===== config.mk =====
export PLATFORM = sky130hd
export DESIGN_NAME = permu_opreq_scheduler_flat
export DESIGN_NICKNAME = d
export VERILOG_FILES = /design/src/rtl/permu_opreq_scheduler_if.sv /design/src/rtl/permu_opreq_scheduler.sv /design/src/flat_wrapper.sv
export SDC_FILE = /design/constraint.sdc
export NUM_CORES = 1
export LEC_CHECK = 0
export CORE_ASPECT_RATIO = 1.2
export CORE_MARGIN = 4
export CORE_UTILIZATION = 43
export CTS_CLUSTER_DIAMETER = 80
export DETAILED_ROUTE_END_ITERATION = 10
export PLACE_DENSITY = 0.8
export SLEW_MARGIN = 20
export SYNTH_ARGS = -nofsm -noshare
export SYNTH_HDL_FRONTEND = slang
export SYNTH_SLANG_ARGS = --single-unit

===== constraint.sdc =====
create_clock -name clk_i -period 1.8 [get_ports clk_i]
set_input_delay 0.27 -clock clk_i [delete_from_list [all_inputs] [get_ports clk_i]]
set_output_delay 0.27 -clock clk_i [all_outputs]
set_load 0.1 [all_outputs]

===== src/rtl/permu_opreq_scheduler_if.sv =====
// rtl/permu_opreq_scheduler_if.sv - request/queue/VRF bundle for permu_opreq_scheduler
//
// Purpose: groups the requester handshake, operand-queue command/credit and
//   VRF row-read signals of the permutation operand request scheduler.
// Parameters: NrReq, AddrWidth, VLEN (sizes vlen_t), FuW (target_fu_e width).
// Modports:
//   slave  - the scheduler: consumes req_*, opq_cmd_pop_i, opq_ready_i, vrf_gnt_i;
//            drives req_ready_o, done_o, opq_cmd_o/valid_o, vrf_req_o/addr_o, operand_issued_o.
//   master - the surrounding environment (requesters, queue, VRF), opposite directions.
// Command layout (operand_queue_cmd_t, packed MSB->LSB): elem_count, target_fu, conv.

interface opreq_if #(
  parameter int NrReq     = 2,
  parameter int AddrWidth = 8,
  parameter int VLEN      = 0,
  parameter int FuW       = 3
);
  // A zero VLEN leaves vlen_t undefined; fall back to an 8-bit row count.
  localparam int VlenW = (VLEN > 0) ? $clog2(VLEN + 1) : 8;

  typedef logic [VlenW-1:0] vlen_t;
  typedef logic [FuW-1:0]   target_fu_e;

  typedef struct packed {
    vlen_t      elem_count;
    target_fu_e target_fu;
    logic [1:0] conv;
  } operand_queue_cmd_t;

  logic [NrReq-1:0]                req_valid_i;
  logic [NrReq-1:0]                req_ready_o;
  logic [NrReq-1:0][AddrWidth-1:0] req_addr_i;
  logic [NrReq-1:0][VlenW-1:0]     req_rows_i;
  logic [NrReq-1:0][FuW-1:0]       req_target_fu_i;
  logic [NrReq-1:0]                done_o;

  operand_queue_cmd_t              opq_cmd_o;
  logic                            opq_cmd_valid_o;
  logic                            opq_cmd_pop_i;
  logic                            opq_ready_i;

  logic                            vrf_req_o;
  logic [AddrWidth-1:0]            vrf_addr_o;
  logic                            vrf_gnt_i;
  logic                            operand_issued_o;

  modport slave (
    input  req_valid_i, req_addr_i, req_rows_i, req_target_fu_i,
    input  opq_cmd_pop_i, opq_ready_i, vrf_gnt_i,
    output req_ready_o, done_o, opq_cmd_o, opq_cmd_valid_o,
    output vrf_req_o, vrf_addr_o, operand_issued_o
  );

  modport master (
    output req_valid_i, req_addr_i, req_rows_i, req_target_fu_i,
    output opq_cmd_pop_i, opq_ready_i, vrf_gnt_i,
    input  req_ready_o, done_o, opq_cmd_o, opq_cmd_valid_o,
    input  vrf_req_o, vrf_addr_o, operand_issued_o
  );
endinterface


===== src/rtl/permu_opreq_scheduler.sv =====
// rtl/permu_opreq_scheduler.sv - round-robin VRF row-read scheduler feeding operand_permu_queue
//
// Purpose: shares one operand queue between NrReq requesters. A round-robin pick
//   accepts one request, pushes one command into the queue's command FIFO, then
//   issues one row read (one elen_t word from every bank) per granted cycle, only
//   while the queue reports credit.
// Ports:
//   clk_i    - clock
//   rst_ni   - asynchronous reset, active-low
//   flush_i  - synchronous abort: back to IDLE, command count cleared, no done_o
//   bus      - opreq_if.slave: requester handshake, queue command/credit, VRF read
//   stall_credit_o / stall_gnt_o - 32-bit saturating stall counters, present only
//              when PERMU_OPREQ_PERF_EN is defined
// Optional feature macro: PERMU_OPREQ_PERF_EN

module permu_opreq_scheduler #(
  parameter int NrReq       = 2,
  parameter int CmdBufDepth = 2,
  parameter int AddrWidth   = 8,
  parameter int VLEN        = 0,
  parameter int FuW         = 3
) (
  input  logic        clk_i,
  input  logic        rst_ni,
  input  logic        flush_i,
  opreq_if.slave      bus
`ifdef PERMU_OPREQ_PERF_EN
  ,
  output logic [31:0] stall_credit_o,
  output logic [31:0] stall_gnt_o
`endif
);

  localparam int VlenW = (VLEN > 0) ? $clog2(VLEN + 1) : 8;
  localparam int IdxW  = $clog2(NrReq);
  localparam int CntW  = $clog2(CmdBufDepth + 1);

  localparam logic [1:0] OpQueueConversionNone = 2'd0;

  typedef enum logic [1:0] {
    IDLE  = 2'd0,
    CMD   = 2'd1,
    ISSUE = 2'd2
  } state_e;

  state_e               state_q, state_d;
  logic [IdxW-1:0]      rr_q, rr_d;
  logic [IdxW-1:0]      gnt_q, gnt_d;
  logic [AddrWidth-1:0] addr_q, addr_d;
  logic [VlenW-1:0]     rem_q, rem_d;
  logic [FuW-1:0]       fu_q, fu_d;
  logic [CntW-1:0]      cmd_cnt_q, cmd_cnt_d;
  logic [NrReq-1:0]     zdone_q, zdone_d;

  logic [NrReq-1:0]     req_ready;
  logic [NrReq-1:0]     done;
  logic                 cmd_push;
  logic                 vrf_req;
  logic                 issued;

  // Round-robin pick: first valid requester at or after rr_q, wrapping at NrReq.
  logic                 found;
  logic [IdxW-1:0]      sel;
  logic [IdxW:0]        probe;

  always_comb begin
    found = 1'b0;
    sel   = '0;
    probe = '0;
    for (int k = 0; k < NrReq; k++) begin
      probe = {1'b0, rr_q} + (IdxW + 1)'(k);
      if (probe >= (IdxW + 1)'(NrReq)) begin
        probe = probe - (IdxW + 1)'(NrReq);
      end
      if (!found && bus.req_valid_i[probe[IdxW-1:0]]) begin
        found = 1'b1;
        sel   = probe[IdxW-1:0];
      end
    end
  end

  logic cmd_slot_free;
  assign cmd_slot_free = (cmd_cnt_q < CntW'(CmdBufDepth));

  always_comb begin
    state_d   = state_q;
    rr_d      = rr_q;
    gnt_d     = gnt_q;
    addr_d    = addr_q;
    rem_d     = rem_q;
    fu_d      = fu_q;
    zdone_d   = '0;
    req_ready = '0;
    // A zero-row request completes the cycle after its accept, with no command or read.
    done      = zdone_q;
    cmd_push  = 1'b0;
    vrf_req   = 1'b0;
    issued    = 1'b0;

    unique case (state_q)
      IDLE: begin
        if (found) begin
          req_ready[sel] = 1'b1;
          gnt_d          = sel;
          addr_d         = bus.req_addr_i[sel];
          rem_d          = bus.req_rows_i[sel];
          fu_d           = bus.req_target_fu_i[sel];
          rr_d           = (sel == IdxW'(NrReq - 1)) ? '0 : sel + 1'b1;
          if (bus.req_rows_i[sel] == '0) begin
            zdone_d[sel] = 1'b1;
          end else begin
            state_d = CMD;
          end
        end
      end

      CMD: begin
        if (cmd_slot_free) begin
          cmd_push = 1'b1;
          state_d  = ISSUE;
        end
      end

      ISSUE: begin
        // Reads are requested only with queue credit, so a granted row always lands.
        vrf_req = bus.opq_ready_i;
        if (vrf_req && bus.vrf_gnt_i) begin
          issued = 1'b1;
          addr_d = addr_q + 1'b1;
          rem_d  = rem_q - 1'b1;
          if (rem_q == VlenW'(1)) begin
            done[gnt_q] = 1'b1;
            state_d     = IDLE;
          end
        end
      end

      default: state_d = IDLE;
    endcase

    if (flush_i) begin
      state_d   = IDLE;
      rr_d      = rr_q;
      zdone_d   = '0;
      req_ready = '0;
      done      = '0;
      cmd_push  = 1'b0;
      vrf_req   = 1'b0;
      issued    = 1'b0;
    end
  end

  // Mirror of the queue's command FIFO occupancy; push and pop together cancel.
  always_comb begin
    cmd_cnt_d = cmd_cnt_q;
    if (flush_i) begin
      cmd_cnt_d = '0;
    end else if (cmd_push && !bus.opq_cmd_pop_i) begin
      cmd_cnt_d = cmd_cnt_q + 1'b1;
    end else if (!cmd_push && bus.opq_cmd_pop_i && (cmd_cnt_q != '0)) begin
      cmd_cnt_d = cmd_cnt_q - 1'b1;
    end
  end

  always_ff @(posedge clk_i or negedge rst_ni) begin
    if (!rst_ni) begin
      state_q   <= IDLE;
      rr_q      <= '0;
      gnt_q     <= '0;
      addr_q    <= '0;
      rem_q     <= '0;
      fu_q      <= '0;
      cmd_cnt_q <= '0;
      zdone_q   <= '0;
    end else begin
      state_q   <= state_d;
      rr_q      <= rr_d;
      gnt_q     <= gnt_d;
      addr_q    <= addr_d;
      rem_q     <= rem_d;
      fu_q      <= fu_d;
      cmd_cnt_q <= cmd_cnt_d;
      zdone_q   <= zdone_d;
    end
  end

  // rem_q still holds the full row count while in CMD, which is the only time the
  // command is pushed.
  assign bus.opq_cmd_o        = {rem_q, fu_q, OpQueueConversionNone};
  assign bus.opq_cmd_valid_o  = cmd_push;
  assign bus.req_ready_o      = req_ready;
  assign bus.done_o           = done;
  assign bus.vrf_req_o        = vrf_req;
  assign bus.vrf_addr_o       = addr_q;
  assign bus.operand_issued_o = issued;

`ifdef PERMU_OPREQ_PERF_EN
  logic [31:0] stall_credit_q, stall_gnt_q;

  // The two stall causes are disjoint: vrf_req already implies queue credit.
  always_ff @(posedge clk_i or negedge rst_ni) begin
    if (!rst_ni) begin
      stall_credit_q <= '0;
      stall_gnt_q    <= '0;
    end else if (state_q == ISSUE) begin
      if (!bus.opq_ready_i && (stall_credit_q != '1)) begin
        stall_credit_q <= stall_credit_q + 32'd1;
      end
      if (vrf_req && !bus.vrf_gnt_i && (stall_gnt_q != '1)) begin
        stall_gnt_q <= stall_gnt_q + 32'd1;
      end
    end
  end

  assign stall_credit_o = stall_credit_q;
  assign stall_gnt_o    = stall_gnt_q;
`else
  // Stall counters are not built in this configuration.
`endif

endmodule

===== src/flat_wrapper.sv =====
// flat-port wrapper written by rule: the top's interface ports become plain ports
module permu_opreq_scheduler_flat 
#(
  parameter int NrReq       = 2,
  parameter int CmdBufDepth = 2,
  parameter int AddrWidth   = 8,
  parameter int VLEN        = 0,
  parameter int FuW         = 3
)
  (clk_i, rst_ni, flush_i, bus_req_valid_i, bus_req_addr_i, bus_req_rows_i, bus_req_target_fu_i, bus_opq_cmd_pop_i, bus_opq_ready_i, bus_vrf_gnt_i, bus_req_ready_o, bus_done_o, bus_opq_cmd_o, bus_opq_cmd_valid_o, bus_vrf_req_o, bus_vrf_addr_o, bus_operand_issued_o);
  opreq_if #(.NrReq(NrReq), .AddrWidth(AddrWidth), .VLEN(VLEN), .FuW(FuW)) bus_i ();
  input  logic clk_i;
  input  logic rst_ni;
  input  logic flush_i;
  input wire logic [$bits(bus_i.req_valid_i)-1:0] bus_req_valid_i;
  input wire logic [$bits(bus_i.req_addr_i)-1:0] bus_req_addr_i;
  input wire logic [$bits(bus_i.req_rows_i)-1:0] bus_req_rows_i;
  input wire logic [$bits(bus_i.req_target_fu_i)-1:0] bus_req_target_fu_i;
  input wire logic [$bits(bus_i.opq_cmd_pop_i)-1:0] bus_opq_cmd_pop_i;
  input wire logic [$bits(bus_i.opq_ready_i)-1:0] bus_opq_ready_i;
  input wire logic [$bits(bus_i.vrf_gnt_i)-1:0] bus_vrf_gnt_i;
  output wire logic [$bits(bus_i.req_ready_o)-1:0] bus_req_ready_o;
  output wire logic [$bits(bus_i.done_o)-1:0] bus_done_o;
  output wire logic [$bits(bus_i.opq_cmd_o)-1:0] bus_opq_cmd_o;
  output wire logic [$bits(bus_i.opq_cmd_valid_o)-1:0] bus_opq_cmd_valid_o;
  output wire logic [$bits(bus_i.vrf_req_o)-1:0] bus_vrf_req_o;
  output wire logic [$bits(bus_i.vrf_addr_o)-1:0] bus_vrf_addr_o;
  output wire logic [$bits(bus_i.operand_issued_o)-1:0] bus_operand_issued_o;
  assign bus_i.req_valid_i = bus_req_valid_i;
  assign bus_i.req_addr_i = bus_req_addr_i;
  assign bus_i.req_rows_i = bus_req_rows_i;
  assign bus_i.req_target_fu_i = bus_req_target_fu_i;
  assign bus_i.opq_cmd_pop_i = bus_opq_cmd_pop_i;
  assign bus_i.opq_ready_i = bus_opq_ready_i;
  assign bus_i.vrf_gnt_i = bus_vrf_gnt_i;
  assign bus_req_ready_o = bus_i.req_ready_o;
  assign bus_done_o = bus_i.done_o;
  assign bus_opq_cmd_o = bus_i.opq_cmd_o;
  assign bus_opq_cmd_valid_o = bus_i.opq_cmd_valid_o;
  assign bus_vrf_req_o = bus_i.vrf_req_o;
  assign bus_vrf_addr_o = bus_i.vrf_addr_o;
  assign bus_operand_issued_o = bus_i.operand_issued_o;
  permu_opreq_scheduler #(.NrReq(NrReq), .CmdBufDepth(CmdBufDepth), .AddrWidth(AddrWidth), .VLEN(VLEN), .FuW(FuW)) u_core (.clk_i(clk_i), .rst_ni(rst_ni), .flush_i(flush_i), .bus(bus_i));
endmodule

### After elaboration in Yosys (flattened, before gate mapping)

Index checks and enable logic that the tools add are counted.

| cells by class | value |
|---|---|
| add/subtract/negate cells | 8 |
| magnitude comparators | 9 |
| eq/ne operators | 10 |
| multiplexer cells | 56 |
| bitwise logic cells | 2 |
| reduce and logical (&&, ||, !) cells | 19 |

Operator list:

| kind | count |
|---|---|
| 8-bit 2-to-1 mux | 8 |
| 2-bit 2-to-1 mux | 20 |
| 8-bit one-hot mux with 2 select lines | 2 |
| 1-bit 2-to-1 mux | 21 |
| 3-bit by 2-bit != test with 1-bit output, second input constant | 4 |
| 8-bit by 1-bit adder with 8-bit output, second input constant | 1 |
| 8-bit by 1-bit equality test with 1-bit output, second input constant | 1 |
| 8-bit logical NOT | 1 |
| 1-bit by 2-bit < comparator with 1-bit output, second input constant | 4 |
| 8-bit by 1-bit subtractor with 8-bit output, second input constant | 1 |
| 1-bit logical AND | 7 |
| 3-bit 2-to-1 mux | 2 |
| 2-bit one-hot mux with 3 select lines | 1 |
| 3-bit AND reduction | 2 |
| 5-bit AND reduction | 1 |
| 2-bit by 1-bit != test with 1-bit output, second input constant | 2 |
| 2-bit nonzero test | 2 |
| 1-bit logical NOT | 3 |
| 3-bit != test, second input constant | 1 |
| 3-bit nonzero test | 1 |
| 1-bit by 1-bit adder with 2-bit output, second input constant | 1 |
| 2-bit by 1-bit adder with 2-bit output, second input constant | 1 |
| 1-bit demux with 1-bit select | 2 |
| 2-bit by 1-bit equality test with 1-bit output, second input constant | 1 |
| 12 further kinds | 14 |

| word-level totals | value |
|---|---|
| bits in registers | 27 |
| input port bits | 46 |
| output and inout port bits | 28 |
| logic and storage cells | 112 |

### Depth between registers and ports, before layout

| logic depth | value |
|---|---|
| depth in word-level cells | 16 |
| depth in mapped cells | 7 |
| depth with buffers taken out | 6 |

### Least setup slack after synthesis

OpenSTA, ideal clock, no wires.

| path | value |
|---|---|
| path type | reg-to-reg |
| start | register u_core.rr_q |
| end | register u_core.rr_q |
| library setup time | 0.231 ns |
| arrival | 3.166 ns |
| data required time | 1.569 ns |
| slack | -1.597 ns |
| stages on the path, launching flop included | 6 |
| buffers on the path | 1 |
| clock period less this slack | 3.397 ns |
| path through | dfrtp_1 > nand2b_1 > nand2_1 > clkbuf_1 > nor3_1 > nor2_1 |

| on the way | value |
|---|---|
| word-level cells in the longest chain between the ends | 10 |
| elaborated cells on any way between the ends | 20 |
| classes of those cells | 4 x add/sub; 2 x order compare; 11 x mux; 3 x reduce/logical |

RTL lines:

| element | RTL line | RTL |
|---|---|---|
| start: declaration | permu_opreq_scheduler.sv:47 | `logic [IdxW-1:0] rr_q, rr_d;` |
| start signal: assignment | permu_opreq_scheduler.sv:177 | `rr_q <= rr_d;` |
| 1-bit by 2-bit greater-or-equal comparator with 1-bit output / 1-bit subtractor (equally long branches) | permu_opreq_scheduler.sv:72, permu_opreq_scheduler.sv:73 |  |
| 1-bit 2-to-1 mux | permu_opreq_scheduler.sv:72 | `if (probe >= (IdxW + 1)'(NrReq)) begin` |
| 1-bit 2-to-1 mux (implied by the code) (2 in series) | permu_opreq_scheduler.sv:75 | `if (!found && bus.req_valid_i[probe[IdxW-1:0]]) begin` |
| 1-bit 2-to-1 mux | permu_opreq_scheduler.sv:75 |  |
| 1-bit logical NOT | permu_opreq_scheduler.sv:75 |  |
| 1-bit logical AND | permu_opreq_scheduler.sv:75 |  |
| 1-bit 2-to-1 mux | permu_opreq_scheduler.sv:75 |  |
| 1-bit adder | permu_opreq_scheduler.sv:108 | `rr_d = (sel == IdxW'(NrReq - 1)) ? '0 : sel + 1'b1;` |
| 1-bit 2-to-1 mux | permu_opreq_scheduler.sv:108 |  |

Parallel ways exist; a longest one is shown, timed or not. The select of a mux whose other input is x is not followed.
A chain may end at the register's enable or synchronous reset.

### Final worst setup path

| path | value |
|---|---|
| start | register u_core.rem_q[5] |
| end | output port bus_done_o[1] |

| on the way | value |
|---|---|
| word-level cells in the longest chain between the ends | 5 |

RTL lines:

| element | RTL line | RTL |
|---|---|---|
| start: declaration | permu_opreq_scheduler.sv:50 | `logic [VlenW-1:0] rem_q, rem_d;` |
| start signal: assignment | permu_opreq_scheduler.sv:180 | `rem_q <= rem_d;` |
| 8-bit by 1-bit equality test with 1-bit output | permu_opreq_scheduler.sv:131 | `if (rem_q == VlenW'(1)) begin` |
| 2-bit 2-to-1 mux | permu_opreq_scheduler.sv:131 |  |
| 2-bit 2-to-1 mux | permu_opreq_scheduler.sv:127 | `if (vrf_req && bus.vrf_gnt_i) begin` |
| 2-bit 2-to-1 mux | permu_opreq_scheduler.sv:100 | `unique case (state_q)` |
| 2-bit 2-to-1 mux | permu_opreq_scheduler.sv:141 | `if (flush_i) begin` |
| end: declaration | flat_wrapper.sv:23 | `output wire logic [$bits(bus_i.done_o)-1:0] bus_done_o;` |

Every way passes these cells.

==> impl_metrics.csv <==
group,metric,value,unit
run,max-cap-violations,0,
sta,rsz0062_at_grt,"true",
die,core.rowCount,25,
clock_tree,hold_buffers,0,
logic_synthesis,synth_area_per_cell,8.536,µm²
sta,timing.setup.tns,-0.5125,ns
placement,place_area,3042,µm²
finish,fin_nets,362,
logic_synthesis,synth_area,1827,µm²
worst_hold_path,hold_path.class,"input pin to asynchronous set/reset pin",
sta,finalCritPeriodShare,114.7,%
clock_tree,insertion_delay,0.28,ns
logic_synthesis,ys_seq_area_share,36.99,%
critical_path,slowest_stage,"dfrtp_4",
die,die_h,79.40,µm
logic_synthesis,synth_area_leaders,"dfrtp_1, and3_1, a21oi_1",
sta,final.min_clock_period,2.064,ns
die,core,4035,µm²
routing,firstDrtPassIters,4,
placement,port_buffers,71,
clock_tree,htree_levels,1,
finish,fin_util,80.78,%
logic_synthesis,yosys_warnings,0,
global_routing,gr-total-overflow,0,
global_routing,grt_first_pass_wirelength,10.68,mm
routing,routed-via-count,2225,
logic_synthesis,yosysMostFrequentCell,"dfrtp_1",
routing,vias_per_cell,6.079,
critical_path,worst-path-max-fanout,3,
routing,antenna_left,0,
sta,report.final.slew_viol_count,0,
sta,finalHoldViolCount,0,
logic_synthesis,async_reset_ff_share,100.0,%
status,status,"complete, but fails checks",
logic_synthesis,yosysUniqueCellTypes,49,
logic_synthesis,synth_ff_type,"dfrtp_1",
critical_path,worstPathCellList,"nor3_4 -> and4b_2 -> a31oi_4 -> nor2_4 -> buf_12",
routing,initialDrtViolationCount,302,
clock_tree,clkTransAtPathRegs,0.10,ns
pwr,powerDensity,1550,nW/µm²
critical_path,max_stage_delay,0.50,ns
clock_tree,cts_buffers,3,
pwr,peakVddDrop,0.8041,mV
placement,dp_hpwl,4.824,mm
die,io_pins,74,
global_routing,grt_max_degree,28,
status,violations,"setup timing",
finish,drive_gt1_share,35.90,%
sta,fmax,484.5,MHz
sta,setup_viol,3,
pwr,leakage,1.365,nW
global_routing,antenna_found_initial,0,
critical_path,cp-start-kind,"flip-flop",
finish,design_area,3259,µm²
critical_path,required,1.53,ns
global_routing,grt_pass1_vias,2239,
critical_path,cp-end-kind,"output pin",
finish,antenna_cells,0,
die,initial_utilization,45.27,%
logic_synthesis,yosysTopAreaCell,"dfrtp_1",
routing,wl_per_cell,18.66,µm
logic_synthesis,synthCells,214,
sta,finClkSkew,0.005195,ns
finish,fin_cells,366,
routing,finalWirelength,6.828,mm
logic_synthesis,synth_top_area_share,36.99,%
die,die_x,67.50,µm
clock_tree,cts_tree,"built",
logic_synthesis,synth_edf_count,0,
sta,worst_slack,-0.2640,ns
logic_synthesis,ys_ff_latch,27,
global_routing,grtUsageTotal,25.92,%
clock_tree,ctsLongestPathBuffers,2,
die,dieArea,5360,µm²
routing,drcViolationCount,0,
critical_path,cp.arrival,1.79,ns
placement,dp.cells,351,
logic_synthesis,synth.top_cells.by_count,"dfrtp_1, nand2_1, a21oi_1, and3_1, nor2_1",
critical_path,rrSetupSlack,0.10,ns
finish,area_growth,78.42,%
clock_tree,clock-root-buffer,"clkbuf_8",
clock_tree,clock_sinks,27,
critical_path,critPathKind,"flip-flop to output pin",
placement,routabilityCongestion,0.9134,
## critical path, delay by kind of cell (launching register included)
| kind | cells | cell delay [ns] |
|---|---|---|
| and+or+nand+nor | 3 | 0.68 |
| DFF | 1 | 0.50 |
| buffers and inverters | 1 | 0.18 |
| AOI/OAI and AO/OA | 1 | 0.14 |
## routing by layer
| layer | up-vias | global-route usage, % | routed length [µm] |
|---|---|---|---|
| li1 | 1004 | - | - |
| met1 | 1092 | 32.50 | 2594 |
| met2 | 114 | 44.40 | 3590 |
| met3 | 15 | 3.803 | 489 |
| met4 | 0 | 8.925 | 153 |
| met5 | - | 0 | 0 |
## state kept, by name, indices dropped and copies added, names as in the netlist
signal	flops
u_core.state_q	2
u_core.fu_q	3
u_core.gnt_q	1
u_core.cmd_cnt_q	2
u_core.rr_q	1
u_core.rem_q	8
u_core.bus.vrf_addr_o	8
u_core.zdone_q	2
## report_power, final
| group | switching (mW) | internal (mW) |
|---|---|---|
| Combinational | 2.13 | 1.32 |
| Clock | 0.215 | 0.156 |
| Sequential | 0.367 | 0.859 |
| Total | 2.72 | 2.34 |
## through the flow
step	hold slack, ns	power, mW	worst slack [ns]
floorplan	-0.02559	3.146	-0.1961
global placement	0.4699	4.415	-0.06298
detailed placement	0.4799	4.469	-0.07826
CTS	0.3864	4.948	-0.1739
global route	0.4082	5.252	-0.3369
finish	0.3628	5.052	-0.2640
## path summary, 6_finish.rpt
check | startpoint | endpoint | cells after the start
min in group clk_i | u_core.cmd_cnt_q[0]$_DFFE_PN0P_ | u_core.cmd_cnt_q[0]$_DFFE_PN0P_ | 1
worst max register to register | u_core.state_q[0]$_DFFE_PN0P_ | u_core.rem_q[4]$_DFFE_PN0P_ | 5
worst max-delay path | u_core.rem_q[5]$_DFFE_PN0P_ | bus_done_o[1] | 5
max in group asynchronous | rst_ni | u_core.rem_q[6]$_DFFE_PN0P_ | 2
worst min-delay path | rst_ni | u_core.rem_q[0]$_DFFE_PN0P_ | 2
worst min register to register | u_core.cmd_cnt_q[0]$_DFFE_PN0P_ | u_core.cmd_cnt_q[0]$_DFFE_PN0P_ | 1
## layout by cell type (no fill, tap or decap), drive strengths merged, types with 2 or more instances in the layout
| cell type | count |
|---|---|
| nand2 | 16 |
| o21ai | 11 |
| and3 | 15 |
| o31ai | 4 |
| a221o | 3 |
| mux2 | 2 |
| inv | 3 |
| clkdlybuf4s50 | 44 |
| buf | 65 |
| mux2i | 2 |
| o22ai | 2 |
| nor4 | 6 |
| conb | 2 |
| nand4 | 5 |
| a211oi | 9 |
| nor2 | 15 |
| nor3b | 3 |
| and4b | 3 |
| a21oi | 15 |
| nor3 | 7 |
| a31oi | 6 |
| nand3 | 7 |
| ha | 3 |
| and2 | 2 |
| clkbuf | 3 |
| a21boi | 3 |
| a21o | 3 |
| a211o | 2 |
| nand2b | 6 |
| dfrtp | 27 |
## kinds of logic (layout without fill, tap and decap cells)
group / Yosys count / after routing / synth area share, %
multiplexers: 4 / 4 / 2.329
buffers and inverters: 21 / 118 / 6.369
adder cells (fa/ha/maj): 3 / 3 / 2.055
other: 1 / 2 / 0.2053
flip-flops: 27 / 27 / 36.99
AND/OR/NAND/NOR: 91 / 91 / 27.60
AO/OA/AOI/OAI: 66 / 66 / 23.97
XOR/XNOR: 1 / 1 / 0.4795
## cell type report
cell class / instances / area, µm²
Timing Repair Buffer: 110 / 1232
Multi-Input combinational cell: 167 / 1182
Fill cell: 250 / 775.7
Sequential cell: 27 / 709.4
Tap cell: 54 / 67.56
Clock buffer: 3 / 41.29
Inverter: 4 / 21.27
Clock inverter: 1 / 5.005
## timing repair
action,4_1_cts,5_1_grt
setup buffers,9,2
endpoints found under the setup margin,6,8
pin swaps,4,3
resized for setup,12,11
No activity file was read; power rests on OpenSTA's default activity.
